[config.mk]
export PLATFORM = sky130hd
export DESIGN_NAME = emu_run_ctrl
export DESIGN_NICKNAME = d
export VERILOG_FILES = /design/src/rtl/emu_ctrl_pkg.sv /design/src/rtl/emu_skid1.sv /design/src/rtl/emu_run_ctrl.sv
export SDC_FILE = /design/constraint.sdc
export NUM_CORES = 1
export LEC_CHECK = 0
export ABC_AREA = 1
export BUFFER_PORTS_ARGS = -buffer_cell sky130_fd_sc_hd__buf_2
export CAP_MARGIN = 20
export CORE_AREA = 2 2 188 190
export DETAILED_ROUTE_END_ITERATION = 8
export DIE_AREA = 0 0 190 192
export PLACE_DENSITY = 0.65
export SLEW_MARGIN = 20
export SYNTH_ARGS = -nofsm -noshare
export SYNTH_HDL_FRONTEND = slang
export SYNTH_HIERARCHICAL = 1
export SYNTH_SLANG_ARGS = --single-unit
[constraint.sdc]
create_clock -name clk -period 5.36 [get_ports clk]
set_clock_uncertainty 0.15 [all_clocks]
set_input_delay 1.072 -clock clk [delete_from_list [all_inputs] [get_ports clk]]
set_output_delay 1.072 -clock clk [all_outputs]
set_load 0.005 [all_outputs]
[src/rtl/emu_ctrl_pkg.sv]
// Shared command/state types and default sizes for the emulation run controller.
package emu_ctrl_pkg;

   localparam int unsigned CYCLE_WIDTH_DEF  = 64;
   localparam int unsigned LOAD_WIDTH_DEF   = 64;
   localparam int unsigned FF_WORDS_DEF     = 16;
   localparam int unsigned MEM_WORDS_DEF    = 16;
   localparam int unsigned RESET_CYCLES_DEF = 8;

   typedef enum logic [1:0] {
      OP_RUN      = 2'd0,
      OP_SCAN_IN  = 2'd1,
      OP_SCAN_OUT = 2'd2,
      OP_RSVD     = 2'd3
   } cmd_op_e;

   typedef enum logic [2:0] {
      ST_IDLE,
      ST_RUN,
      ST_SCAN_IN,
      ST_SCAN_OUT,
      ST_DONE
   } state_e;

endpackage

[src/rtl/emu_skid1.sv]
// One-entry valid/ready buffer; accepts a new word in the same cycle the held word drains.
module emu_skid1 #(
   parameter int unsigned WIDTH = 64
) (
   input  logic             clk,
   input  logic             rst_n,
   input  logic             in_valid,
   output logic             in_ready_c,
   input  logic [WIDTH-1:0] in_data,
   output logic             out_valid,
   input  logic             out_ready,
   output logic [WIDTH-1:0] out_data
);

   assign in_ready_c = !out_valid || out_ready;

   always_ff @(posedge clk or negedge rst_n) begin
      if (!rst_n) begin
         out_valid <= 1'b0;
         out_data  <= '0;
      end else if (in_valid && in_ready_c) begin
         out_valid <= 1'b1;
         out_data  <= in_data;
      end else if (out_ready) begin
         out_valid <= 1'b0;
      end
   end

endmodule

[src/rtl/emu_run_ctrl.sv]
// Sequences checkpoint load, gated run and checkpoint dump for one emulated design instance.
module emu_run_ctrl
   import emu_ctrl_pkg::*;
#(
   parameter int unsigned CYCLE_WIDTH  = CYCLE_WIDTH_DEF,
   parameter int unsigned LOAD_WIDTH   = LOAD_WIDTH_DEF,
   parameter int unsigned FF_WORDS     = FF_WORDS_DEF,
   parameter int unsigned MEM_WORDS    = MEM_WORDS_DEF,
   parameter int unsigned RESET_CYCLES = RESET_CYCLES_DEF
) (
   input  logic                   clk,
   input  logic                   rst_n,
   input  logic                   cmd_valid,
   output logic                   cmd_ready,
   input  logic [1:0]             cmd_op,
   input  logic [CYCLE_WIDTH-1:0] cmd_arg,
   input  logic                   din_valid,
   output logic                   din_ready,
   input  logic [LOAD_WIDTH-1:0]  din_data,
   output logic                   dout_valid,
   input  logic                   dout_ready,
   output logic [LOAD_WIDTH-1:0]  dout_data,
   output logic                   chain_en,
   output logic                   chain_sel,
   output logic [LOAD_WIDTH-1:0]  chain_in,
   input  logic [LOAD_WIDTH-1:0]  chain_out,
   input  logic                   pause_req,
   output logic                   dut_clk_en,
   output logic                   dut_rst,
   output logic [CYCLE_WIDTH-1:0] cycle_count,
   output logic                   busy,
   output logic                   done
);

   localparam int unsigned WORDS  = FF_WORDS + MEM_WORDS;
   localparam int unsigned WCNT_W = $clog2(WORDS + 1);

   state_e                 state_q,  state_d;
   logic [CYCLE_WIDTH-1:0] cycle_q,  cycle_d;
   logic [CYCLE_WIDTH-1:0] remain_q, remain_d;
   logic [WCNT_W-1:0]      wcnt_q,   wcnt_d;
   logic                   skid_in_valid;
   logic                   skid_in_ready;

   always_ff @(posedge clk or negedge rst_n) begin
      if (!rst_n) begin
         state_q  <= ST_IDLE;
         cycle_q  <= '0;
         remain_q <= '0;
         wcnt_q   <= '0;
      end else begin
         state_q  <= state_d;
         cycle_q  <= cycle_d;
         remain_q <= remain_d;
         wcnt_q   <= wcnt_d;
      end
   end

   // Next state, counter updates and the same-cycle handshake/strobe outputs.
   always_comb begin
      state_d       = state_q;
      cycle_d       = cycle_q;
      remain_d      = remain_q;
      wcnt_d        = wcnt_q;
      cmd_ready     = 1'b0;
      din_ready     = 1'b0;
      chain_en      = 1'b0;
      chain_sel     = 1'b0;
      chain_in      = '0;
      dut_clk_en    = 1'b0;
      skid_in_valid = 1'b0;
      done          = 1'b0;

      case (state_q)
         ST_IDLE: begin
            cmd_ready = 1'b1;
            if (cmd_valid) begin
               case (cmd_op_e'(cmd_op))
                  OP_RUN: begin
                     remain_d = cmd_arg;
                     state_d  = ST_RUN;
                  end
                  OP_SCAN_IN: begin
                     cycle_d = cmd_arg;
                     wcnt_d  = '0;
                     state_d = ST_SCAN_IN;
                  end
                  OP_SCAN_OUT: begin
                     wcnt_d  = '0;
                     state_d = ST_SCAN_OUT;
                  end
                  OP_RSVD: state_d = ST_DONE;
               endcase
            end
         end

         ST_RUN: begin
            dut_clk_en = (remain_q != '0) && !pause_req;
            if (remain_q == '0) begin
               state_d = ST_DONE;
            end else if (!pause_req) begin
               cycle_d  = cycle_q + CYCLE_WIDTH'(1);
               remain_d = remain_q - CYCLE_WIDTH'(1);
            end
         end

         ST_SCAN_IN: begin
            din_ready = 1'b1;
            chain_sel = (wcnt_q >= WCNT_W'(FF_WORDS));
            chain_in  = din_data;
            if (din_valid) begin
               chain_en = 1'b1;
               wcnt_d   = wcnt_q + WCNT_W'(1);
               if (wcnt_q == WCNT_W'(WORDS - 1)) state_d = ST_DONE;
            end
         end

         // Rotate the chain through the output buffer so DUT state survives the dump.
         ST_SCAN_OUT: begin
            chain_sel     = (wcnt_q >= WCNT_W'(FF_WORDS));
            chain_in      = chain_out;
            skid_in_valid = (wcnt_q != WCNT_W'(WORDS));
            if (skid_in_valid && skid_in_ready) begin
               chain_en = 1'b1;
               wcnt_d   = wcnt_q + WCNT_W'(1);
            end
            if ((wcnt_q == WCNT_W'(WORDS)) && dout_valid && dout_ready) state_d = ST_DONE;
         end

         ST_DONE: begin
            done    = 1'b1;
            state_d = ST_IDLE;
         end

         default: state_d = ST_IDLE;
      endcase
   end

   assign busy        = (state_q != ST_IDLE);
   assign cycle_count = cycle_q;
   assign dut_rst     = (cycle_q < CYCLE_WIDTH'(RESET_CYCLES));

   emu_skid1 #(
      .WIDTH(LOAD_WIDTH)
   ) u_dout_skid (
      .clk        (clk),
      .rst_n      (rst_n),
      .in_valid   (skid_in_valid),
      .in_ready_c (skid_in_ready),
      .in_data    (chain_out),
      .out_valid  (dout_valid),
      .out_ready  (dout_ready),
      .out_data   (dout_data)
   );

endmodule

Yosys cells after proc, flatten, opt, wreduce, memory -nomap -nowiden
Index checks and enable logic that the tools add are counted.
{"block": "word_totals", "output_inout_bits": 201, "regBits": 202, "wordCells": 88, "input_bits": 200}
{"block": "classes", "n_addsub": 3, "n_lt_le_gt_ge": 2, "n_mux": 34, "n_reduce_logical": 22, "eq_ne": 21}
{"op": "two-way mux 64 bit", "count": 8}
{"op": "case mux 64 bit (2 select lines)", "count": 3}
{"op": "adder 64 x 1 -> 64 bit, second input constant", "count": 1}
{"op": "zero test 64 bit", "count": 1}
{"op": "less-than comparator 64 x 4 -> 1 bit, second input constant", "count": 1}
{"op": "nonzero test 64 bit", "count": 1}
{"op": "subtractor 64 x 1 -> 64 bit, second input constant", "count": 1}
{"op": "two-way mux 6 bit", "count": 4}
{"op": "case mux 3 bit (4 select lines)", "count": 2}
{"op": "AND reduction 5 bit", "count": 4}
{"op": "inequality test 2 bit, second input constant", "count": 9}
{"op": "case mux 6 bit (3 select lines)", "count": 1}
{"op": "two-way mux 3 bit", "count": 5}
{"op": "two-way mux 1 bit", "count": 10}
{"op": "adder 6 x 1 -> 6 bit, second input constant", "count": 1}
{"op": "== test 3 x 2 -> 1 bit, second input constant", "count": 2}
{"op": "== test 6 x 5 -> 1 bit, second input constant", "count": 1}
{"op": "== test 6 bit, second input constant", "count": 1}
{"op": "greater-or-equal comparator 6 x 5 -> 1 bit, second input constant", "count": 1}
{"op": "inequality test 6 bit, second input constant", "count": 1}
{"op": "nonzero test 3 bit", "count": 2}
{"op": "logical AND 1 bit", "count": 5}
{"op": "== test 2 bit, second input constant", "count": 2}
{"op": "inequality test 2 x 1 -> 1 bit, second input constant", "count": 2}
{"op": "10 further kinds", "count": 13}

Longest topological paths before layout
Gate-level depths: netlist of run 1.
{"block": "logic_depth", "depth_word": 5, "ltp_mapped": 13, "ltp_nobuf": 13}

Modules after synthesis
Netlist of run 1, hierarchy kept.
{"module": "emu_run_ctrl", "cells_per_inst": 2026, "n_inst": 1, "area_per_inst_um2": 12019.0, "seq_area_each_um2": 3428.3}
{"module": "emu_skid1", "cells_per_inst": 282, "n_inst": 1, "area_per_inst_um2": 2613.8, "seq_area_each_um2": 1626.6}

Worst setup path after synthesis of run 1
No wires, ideal clock.
{"block": "synth_timing", "kind": "input-to-output", "from": "in dout_ready", "to": "out chain_en", "arrival_ns": 1.609, "path_slack_ns": 2.529, "n_path_buf": 1, "path_stages": 5, "required_ns": 4.138, "cell_sequence": "inv_2 nand2_2 buf_2 nand2_1 o22ai_1"}
{"block": "synth_via", "elab_chain_len": 4}
{"element": "from (decl)", "line_no": "emu_run_ctrl.sv:21", "source": "input logic dout_ready,"}
{"element": "logical OR 1 bit", "line_no": "emu_skid1.sv:15", "source": "assign in_ready_c = !out_valid || out_ready;"}
{"element": "net skid_in_ready", "line_no": "emu_run_ctrl.sv:43", "source": "logic skid_in_ready;"}
{"element": "logical AND 1 bit", "line_no": "emu_run_ctrl.sv:123", "source": "if (skid_in_valid && skid_in_ready) begin"}
{"element": "two-way mux 1 bit", "line_no": "emu_run_ctrl.sv:123"}
{"element": "case mux 1 bit (2 select lines)", "line_no": "emu_run_ctrl.sv:74", "source": "case (state_q)"}
{"element": "to (decl)", "line_no": "emu_run_ctrl.sv:23", "source": "output logic chain_en,"}
The timed path passes the listed nets, and every way through them passes these cells.

Final worst setup path of run 1
{"block": "layout_timing", "from": "reg state_q[2]", "to": "out chain_in[20]"}
{"block": "layout_via", "elab_chain_len": 2, "word_cells_on_any_way": 3, "classes_between": "eq/ne: 2; mux: 1"}
{"element": "from (decl)", "line_no": "emu_run_ctrl.sv:38", "source": "state_e state_q, state_d;"}
{"element": "from (signal assigned)", "line_no": "emu_run_ctrl.sv:52", "source": "state_q <= state_d;"}
{"element": "== test 3 x 2 -> 1 bit", "line_no": "emu_run_ctrl.sv:74"}
{"element": "case mux 64 bit (2 select lines) *", "line_no": "emu_run_ctrl.sv:74"}
{"element": "to (decl)", "line_no": "emu_run_ctrl.sv:25", "source": "output logic [LOAD_WIDTH-1:0] chain_in,"}
Mark *: on every way between the ends. The rest lies on a longest branch, timed or not.

==> results of run 1 <==
## power groups by stage
stage | Combinational (mW) | Clock, mW | Sequential (mW)
finish | 4.07 | 1.73 | 3.35
global route | 4.61 | 1.82 | 3.46
CTS | 4.07 | 1.75 | 3.31
detailed placement | 4.05 | 0 | 3.32
global placement | 3.98 | 0 | 3.31
floorplan | 2.67 | 0 | 3.04
## sequential cells by signal, indices dropped and copies added, names as in the netlist
| signal | count |
|---|---|
| u_dout_skid/out_data | 64 |
| u_dout_skid/out_valid | 1 |
| remain_q | 64 |
| state_q | 3 |
| cycle_count | 64 |
| wcnt_q | 6 |
## synth_stat cells (all sizes together)
cell	count	share of area, %
a22oi	1	0.051
nor3b	3	0.19
clkbuf	13	0.36
buf	68	3.5
nor2	320	9.0
o22ai	1	0.043
a21oi	15	0.51
o21bai	6	0.31
o31ai	2	0.10
a31oi	2	0.085
nor3	4	0.14
xor2	14	0.84
ha	9	0.77
a22o	64	3.8
dfrtp	202	35
inv	134	3.4
nand2	1150	31
or2	5	0.21
a21boi	1	0.051
xnor2	16	0.96
nand3b	8	0.44
nor4	15	0.64
and2	2	0.085
nand4	24	1.0
a21o	1	0.051
o21ai	63	2.2
nand3	165	5.7
## per-stage QoR
stage               hold slack (ns)  total power [mW]
floorplan                     0.299              5.71
global placement              0.301              7.29
detailed placement            0.304              7.37
CTS                           0.321              9.14
global route                  0.331              9.88
finish                        0.319              9.14
## layout make-up
class / count / area (um^2)
repair buffers: 411 / 2120
well taps: 455 / 569
multi-input cells: 1891 / 8530
diodes: 3 / 7.51
clock inverters: 12 / 129
fillers: 3576 / 16700
flip-flops and latches: 202 / 5050
inverters: 134 / 503
clock buffers: 31 / 678
## worst min-delay path by stage
| stage | endpoint | slack [ns] |
|---|---|---|
| global route | u_dout_skid/out_data[57] | 0.33 |
| finish | u_dout_skid/out_data[0] | 0.32 |
| global placement | u_dout_skid/out_data[28] | 0.30 |
| floorplan | remain_q[1] | 0.30 |
| detailed placement | u_dout_skid/out_data[30] | 0.30 |
| CTS | u_dout_skid/out_data[30] | 0.32 |
## metal layers
metal / vias to the layer above / track usage (%) / routed length [um]
li1: 8022 / - / -
met1: 7697 / 41.3 / 24400
met2: 640 / 55.2 / 28700
met3: 132 / 3.36 / 3530
met4: 0 / 18.6 / 3860
met5: - / 0 / 0
## critical path, stage by stage (launching register included)
cell and delay [ns]:
dfrtp_1 0.36, inv_1 0.12, nand2_1 0.21, nor2_4 0.87, buf_4 0.37, a22o_1 0.15
buf_2 0.11
## logic make-up after synthesis
logic type / Yosys count / share of synthesized area (%)
compound gates: 156 / 7.19
xor+xnor: 30 / 1.80
fa+ha+maj: 9 / 0.770
buf+inv: 215 / 7.34
flops: 202 / 34.5
simple gates: 1696 / 48.4
==> reports/qor.yml, run 1 <==
detailed_routing:
  ant_nets: 0
  drc: 0
  wl_per_cell_um: 19.3
  dr.pass1.iters: 6
  viasPerCell: 5.25
  drt_iter0_drc: 1193
  totalWireLength_um: 60500
  vias: 16491
yosys:
  syn_nets: 2517
  synth_area_um2: 14600
  synthCells: 2308
  synth-seq-cells: 202
  yosysSeqAreaShare_pct: 34.5
  yosysWarnings: 6
  synth_cell_types: 43
  syn_avg_cell_area_um2: 6.34
min_path:
  hp-class: "flop to flop"
  hold_path_depth: 2
  min-delay-start: "u_dout_skid/out_data[0]"
global_route:
  antenna_found_initial: 4
  grt_pass1_wl_um: 91200
  grt_max_degree: 84
  overflow: 0
  grt_usage_pct: 32.8
  grt_pass1_vias: 15653
timing:
  relSlewSlack_pct: 27.4
  period_share_pct: 74.3
  rsz0062_at_grt: "no"
  hold_viol_final: 0
  fmax_mhz: 251
  fin_tns_setup_ns: 0
  worst_pin_slew_ns: 1.09
  slew_viol_final: 0
  worst_slack_ns: 1.38
  post-route-min-period_ns: 3.98
  final-setup-viol-count: 0
cts:
  clockBufferDepth: 3
  clkLatencyLatePin_ns: 0.54
  cts.repair.resized: 0
  clk_pin_slew_worst_paths_ns: 0.06
  root_buffer: "clkbuf_16"
  post-cts-setup-buffers: 0
  cts_tree: "done"
  clock_sinks: 202
  cts_buffers: 25
  holdBufCountCts: 0
  htreeDepth: 1
power:
  cellPowerDensity_nw_per_um2: 519
  ir_worst_vdd_mv: 0.262
  seq_power_share_pct: 36.6
  p_sw_mw: 4.33
  p_comb_share_pct: 44.5
  p_clk_share_pct: 18.9
  p_leak_nw: 9.23
  cellInternalPower_mw: 4.81
  swShare_pct: 47.4
placed_design:
  place.detailed.hpwl_um: 46900
  dp_cells: 3093
  gp_congestion: 0.990
  pre_cts_ws_ns: 1.95
  placed_cell_area_um2: 16800
  place.port_buffers: 400
critical_path:
  crit_arrival_ns: 2.76
  end_kind: "output pin"
  path_max_fanout: 50
  r2r_start: "state_q[0]"
  cp.required_ns: 4.14
  worstRegToRegCells: 8
  crit_end: "chain_in[20]"
  startpoint_type: "flop"
  r2r-end: "cycle_count[38]"
  crit_type: "flop to output pin"
  worst-r2r-setup-slack_ns: 2.61
  crit_start: "state_q[2]"
finish:
  layout_commonest_cell: "nand2_1"
  drive_above_1_share_pct: 21.0
  nNetsFinal: 2874
  final_util_pct: 51.3
  syn_to_final_growth_pct: 20.2
  final_cells: 3139
  finalInstanceArea_um2: 17600
  layout_common_cells: "1080 x nand2_1, 399 x buf_2, 291 x nor2_1, 202 x dfrtp_1, 164 x nand3_1"
floorplanning:
  ioPinCount: 401
  die_y_um: 192
  start_util_pct: 42.7
  dieArea_um2: 36500
  core_area_um2: 34300
  rows: 68
  die_w_um: 190
outcome:
  outcome: "finished clean"
run:
  cap_viol_max_count: 0
Power figures use the tool's default switching activity.
==> inputs of run 2 (changes only) <==
clock period = 3.94 ns   (was 5.36 ns; I/O delays follow)
==> run 2 against run 1 <==
- setup slack got worse by 0.99 ns
- cell count rose by 0.32%
- combinational power rose by 36%
- clock-buffer cell count rose by 3
- power rose by 35%
- via count rose by 0.38%
- first-iteration DRC count rose by 7.0%
- worst hold slack got worse by 0.19 ns
- critical path depth did not move
- register-to-register slack got worse by 1.3 ns
- highest routed layer unchanged
==> reports/qor.yml, run 2 (same netlist as run 1, synthesis figures left out) <==
outcome:
  outcome: "finished clean"
power:
  p_comb_share_pct: 44.8
  swShare_pct: 47.2
  p_total_mw: 12.4
  seq_power_share_pct: 36.8
  p_clk_share_pct: 18.5
  p_leak_nw: 9.29
  p_sw_mw: 5.84
  cellInternalPower_mw: 6.54
  cellPowerDensity_nw_per_um2: 701
  ir_worst_vdd_mv: 0.448
run:
  cap_viol_max_count: 0
finish:
  syn_to_final_growth_pct: 20.7
  fill_cells: 3572
  layout_commonest_cell: "nand2_1"
  drive_above_1_share_pct: 21.3
  nNetsFinal: 2882
  layout_common_cells: "1080 x nand2_1, 399 x buf_2, 291 x nor2_1, 202 x dfrtp_1, 164 x nand3_1"
cts:
  clkLatencyLatePin_ns: 0.54
  clockBufferDepth: 3
  htreeDepth: 1
  post-cts-setup-buffers: 0
  clk_pin_slew_worst_paths_ns: 0.06
  cts.repair.resized: 0
  cts_tree: "done"
  clock_sinks: 202
  root_buffer: "clkbuf_16"
  cts_buffers: 25
  holdBufCountCts: 0
timing:
  final-setup-viol-count: 0
  post-route-min-period_ns: 3.55
  worst_pin_slew_ns: 0.822
  period_share_pct: 90.0
  relSlewSlack_pct: 45.2
  slew_viol_final: 0
  fmax_mhz: 282
  hold_viol_final: 0
  rsz0062_at_grt: "no"
  fin_tns_setup_ns: 0
critical_path:
  cp_slowest_cell: "nor2_4"
  r2r-end: "remain_q[25]"
  max_stage_delay_ns: 0.50
  path_delay_family: "simple AND/OR/NAND/NOR gates"
  cp.required_ns: 3.00
  worstRegToRegCells: 8
  crit_end: "chain_in[12]"
  crit_type: "flop to output pin"
  path_buf_inv: 3
  crit_start: "state_q[2]"
  worst-r2r-setup-slack_ns: 1.26
  r2r_start: "state_q[0]"
  end_kind: "output pin"
  startpoint_type: "flop"
  path_cells: "inv_1 > nand2_1 > nor2_4 > buf_4 > a22o_1 > buf_2"
  path_max_fanout: 42
  path_depth: 6
  crit_arrival_ns: 2.61
global_route:
  grt_use_met2_pct: 54.5
  top_usage_layer: "met2"
  grt_pass1_wl_um: 88800
  grt_pass1_vias: 15648
  antenna_found_initial: 1
  overflow: 0
  grt_max_degree: 84
  grt_usage_pct: 31.8
  grtUsageMet3_pct: 3.91
  globalRouteMet1Util_pct: 39.5
detailed_routing:
  drt_iter0_drc: 1276
  drc: 0
  ant_nets: 0
  vias: 16554
  viasPerCell: 5.26
  totalWireLength_um: 59100
  dr.pass1.iters: 6
  wl_per_cell_um: 18.8
placed_design:
  gp_congestion: 0.970
  place.port_buffers: 400
  place.detailed.hpwl_um: 46000
min_path:
  hp-class: "primary input to asynchronous set/reset pin"
floorplanning:
  dieArea_um2: 36500
  die_w_um: 190
  ioPinCount: 401
  rows: 68
  start_util_pct: 42.7
  die_y_um: 192
  core_area_um2: 34300
[run 2: layout make-up]
class                      count  area (um^2)  share of cell area [%]
multi-input combinational   1891         8530                    48.3
sequential                   202         5050                    28.6
timing repair buffer         419         2190                    12.4
clock buffer                  34          709                    4.02
tap                          455          569                    3.22
inverter                     134          503                    2.85
clock inverter                12         92.6                   0.524
antenna                        2         5.00                  0.0283
[run 2: per-stage QoR]
step                      area (um^2)  hold WS (ns)  utilization (%)  setup slack, ns  std cells
after CTS                       17700         0.191             51.5            0.393       3147
after detailed placement        16900         0.304             49.1            0.986       3101
final                           17700         0.124             51.5            0.392       3149
after floorplan                 14600         0.299                -             1.61       2308
after global routing            17700         0.193             51.5            0.203       3148
after global placement          16900         0.302             49.1             1.14       3101
[run 2: power by group through the flow]
| stage | Sequential [mW] | Clock [mW] | Combinational [mW] |
|---|---|---|---|
| 6_report | 4.55 | 2.29 | 5.54 |
| 5_1_grt | 4.69 | 2.44 | 6.25 |
| 4_1_cts | 4.50 | 2.33 | 5.55 |
| 3_5_place_dp | 4.52 | 0 | 5.53 |
| 3_3_place_gp | 4.49 | 0 | 5.44 |
| 2_1_floorplan | 4.14 | 0 | 3.63 |
[run 2: worst min path at each step]
stage | to | cells past startpoint | slack (ns)
after floorplan | remain_q[1] | 2 | 0.30
after global placement | u_dout_skid/out_data[27] | 2 | 0.30
after detailed placement | u_dout_skid/out_data[29] | 2 | 0.30
after CTS | cycle_count[2] | 1 | 0.19
after global routing | cycle_count[3] | 1 | 0.19
final | cycle_count[1] | 1 | 0.12
[run 2: per-layer routing]
layer | vias up | part of all wire, %
li1 | 8035 | -
met1 | 7675 | 40
met2 | 711 | 48
met3 | 133 | 6.9
met4 | 0 | 5.4
met5 | - | 0
==> inputs of run 3 (changes only) <==
PLACE_DENSITY = 0.68   (was 0.65)
clock period = 3.1 ns   (was 3.94 ns; I/O delays follow)
==> run 3 against run 2 <==
- largest cell class unchanged
- critical path type unchanged
- first-iteration DRC count is 0.94% higher
- clock power up 41%
- worst hold slack improved by 0.036 ns
- sequential share of layout area down 0.35 points
- combinational power up 30%
- power increased by 31%
- critical path depth unchanged
- non-clock buffer count grew 5
- flip-flop and latch count is the same
- global-route usage increased by 2.0 points
==> reports/qor.yml, run 3 (same netlist as run 1, synthesis figures left out) <==
timing:
  final-setup-viol-count: 0
  rsz0062_at_grt: "no"
  period_share_pct: 95.7
  hold_viol_final: 0
  worst_pin_slew_ns: 0.790
  holdWs_ns: 0.161
  relSlewSlack_pct: 47.3
  post-route-min-period_ns: 2.97
  slew_viol_final: 0
  fmax_mhz: 337
  fin_tns_setup_ns: 0
detailed_routing:
  viasPerCell: 5.30
  ant_nets: 0
  drc: 0
  vias: 16761
  totalWireLength_um: 62700
  dr.pass1.iters: 7
  drt_iter0_drc: 1288
  wl_per_cell_um: 19.8
global_route:
  overflow: 0
  grt_max_degree: 84
  grt_pass1_vias: 15972
  grt_usage_pct: 33.8
  antenna_found_initial: 10
  grt_pass1_wl_um: 93200
power:
  p_leak_nw: 9.37
  seq_power_share_pct: 35.7
  p_clk_share_pct: 20.0
  ir_worst_vdd_mv: 0.467
  p_sw_mw: 7.64
  cellInternalPower_mw: 8.59
  swShare_pct: 47.1
  p_comb_share_pct: 44.3
  cellPowerDensity_nw_per_um2: 907
cts:
  clockBufferDepth: 3
  cts_tree: "done"
  clk_pin_slew_worst_paths_ns: 0.06
  cts_buffers: 26
  htreeDepth: 1
  clock_sinks: 202
  clkLatencyLatePin_ns: 0.56
  root_buffer: "clkbuf_16"
critical_path:
  startpoint_type: "flop"
  cp.required_ns: 2.33
  path_cells: "inv_1 > nand2_2 > nor2_4 > buf_12 > a22o_1 > buf_2"
  max_stage_delay_ns: 0.35
  cp_slowest_cell: "dfrtp_1"
  path_buf_inv: 3
  crit_arrival_ns: 2.20
  path_max_fanout: 65
  end_kind: "output pin"
  crit_type: "flop to output pin"
  path_delay_family: "buffers and inverters"
floorplanning:
  die_w_um: 190
  die_y_um: 192
  core_area_um2: 34300
  ioPinCount: 401
  rows: 68
  dieArea_um2: 36500
  start_util_pct: 42.7
min_path:
  hp-class: "primary input to flop"
placed_design:
  place.detailed.hpwl_um: 49700
  place.port_buffers: 400
  gp_congestion: 1.01
finish:
  nNetsFinal: 2888
  layout_common_cells: "1079 x nand2_1, 399 x buf_2, 290 x nor2_1, 202 x dfrtp_1, 164 x nand3_1"
  syn_to_final_growth_pct: 22.2
  drive_above_1_share_pct: 21.6
  layout_commonest_cell: "nand2_1"
outcome:
  outcome: "finished clean"
run:
  cap_viol_max_count: 0
==> run 3: power groups by stage <==
| stage | logic (mW) | clock network, mW | registers, mW |
|---|---|---|---|
| floorplan | 4.61 | 0 | 5.26 |
| global placement | 7.03 | 0 | 5.70 |
| detailed placement | 7.14 | 0 | 5.76 |
| CTS | 7.18 | 3.27 | 5.73 |
| global route | 8.10 | 3.39 | 5.98 |
| finish | 7.19 | 3.24 | 5.79 |
==> run 3: area by class of cell <==
type,instances,area [um^2]
fill,3546,16400
multi-input combinational,1891,8540
sequential,202,5050
timing repair buffer,424,2290
clock buffer,29,682
tap,455,569
inverter,134,503
clock inverter,19,220
antenna,7,17.5
==> run 3: worst paths after layout <==
kind                                       endpoint                      from  cells after the start  slack [ns]
max                                     chain_in[6]                state_q[2]                      6        0.13
min                        u_dout_skid/out_data[14]             chain_out[14]                      3        0.16
max reg2reg                         cycle_count[50]            cycle_count[0]                     11        0.64
min reg2reg                u_dout_skid/out_data[27]  u_dout_skid/out_data[27]                      2        0.32
max in group asynchronous           cycle_count[61]                     rst_n                      3        1.63
min in group asynchronous           cycle_count[20]                     rst_n                      2        0.41
==> run 3: routing by layer <==
| metal | wire (um) | GRT usage [%] | part of all wire, % |
|---|---|---|---|
| met1 | 24200 | 40.6 | 39 |
| met4 | 3920 | 19.6 | 6.3 |
| met2 | 30200 | 58.3 | 48 |
| met5 | 0 | 0 | 0 |
| met3 | 4430 | 4.39 | 7.1 |
==> run 3: metrics by stage <==
step / power, mW / cell area (um^2) / instances / util [%] / setup WS, ns
2_1_floorplan: 9.87 / 14600 / 2308 / - / 0.934
3_3_place_gp: 12.7 / 16900 / 3105 / 49.4 / 0.638
3_5_place_dp: 12.9 / 16900 / 3105 / 49.4 / 0.609
4_1_cts: 16.2 / 17900 / 3154 / 52.1 / 0.0110
5_1_grt: 17.5 / 17900 / 3161 / 52.1 / 0.0145
6_report: 16.2 / 17900 / 3161 / 52.1 / 0.132
==> run 3: worst min-delay path, stage by stage <==
cell and delay [ns]:
buf_2 0.09, nand3_1 0.06, nand2_1 0.06
==> run 3: what timing repair did <==
action,4_1_cts,5_1_grt
endpoints found under the hold margin,47,0
setup endpoints to repair,0,5
gates resized for setup,0,2
hold buffers,1,0
setup buffers,0,0
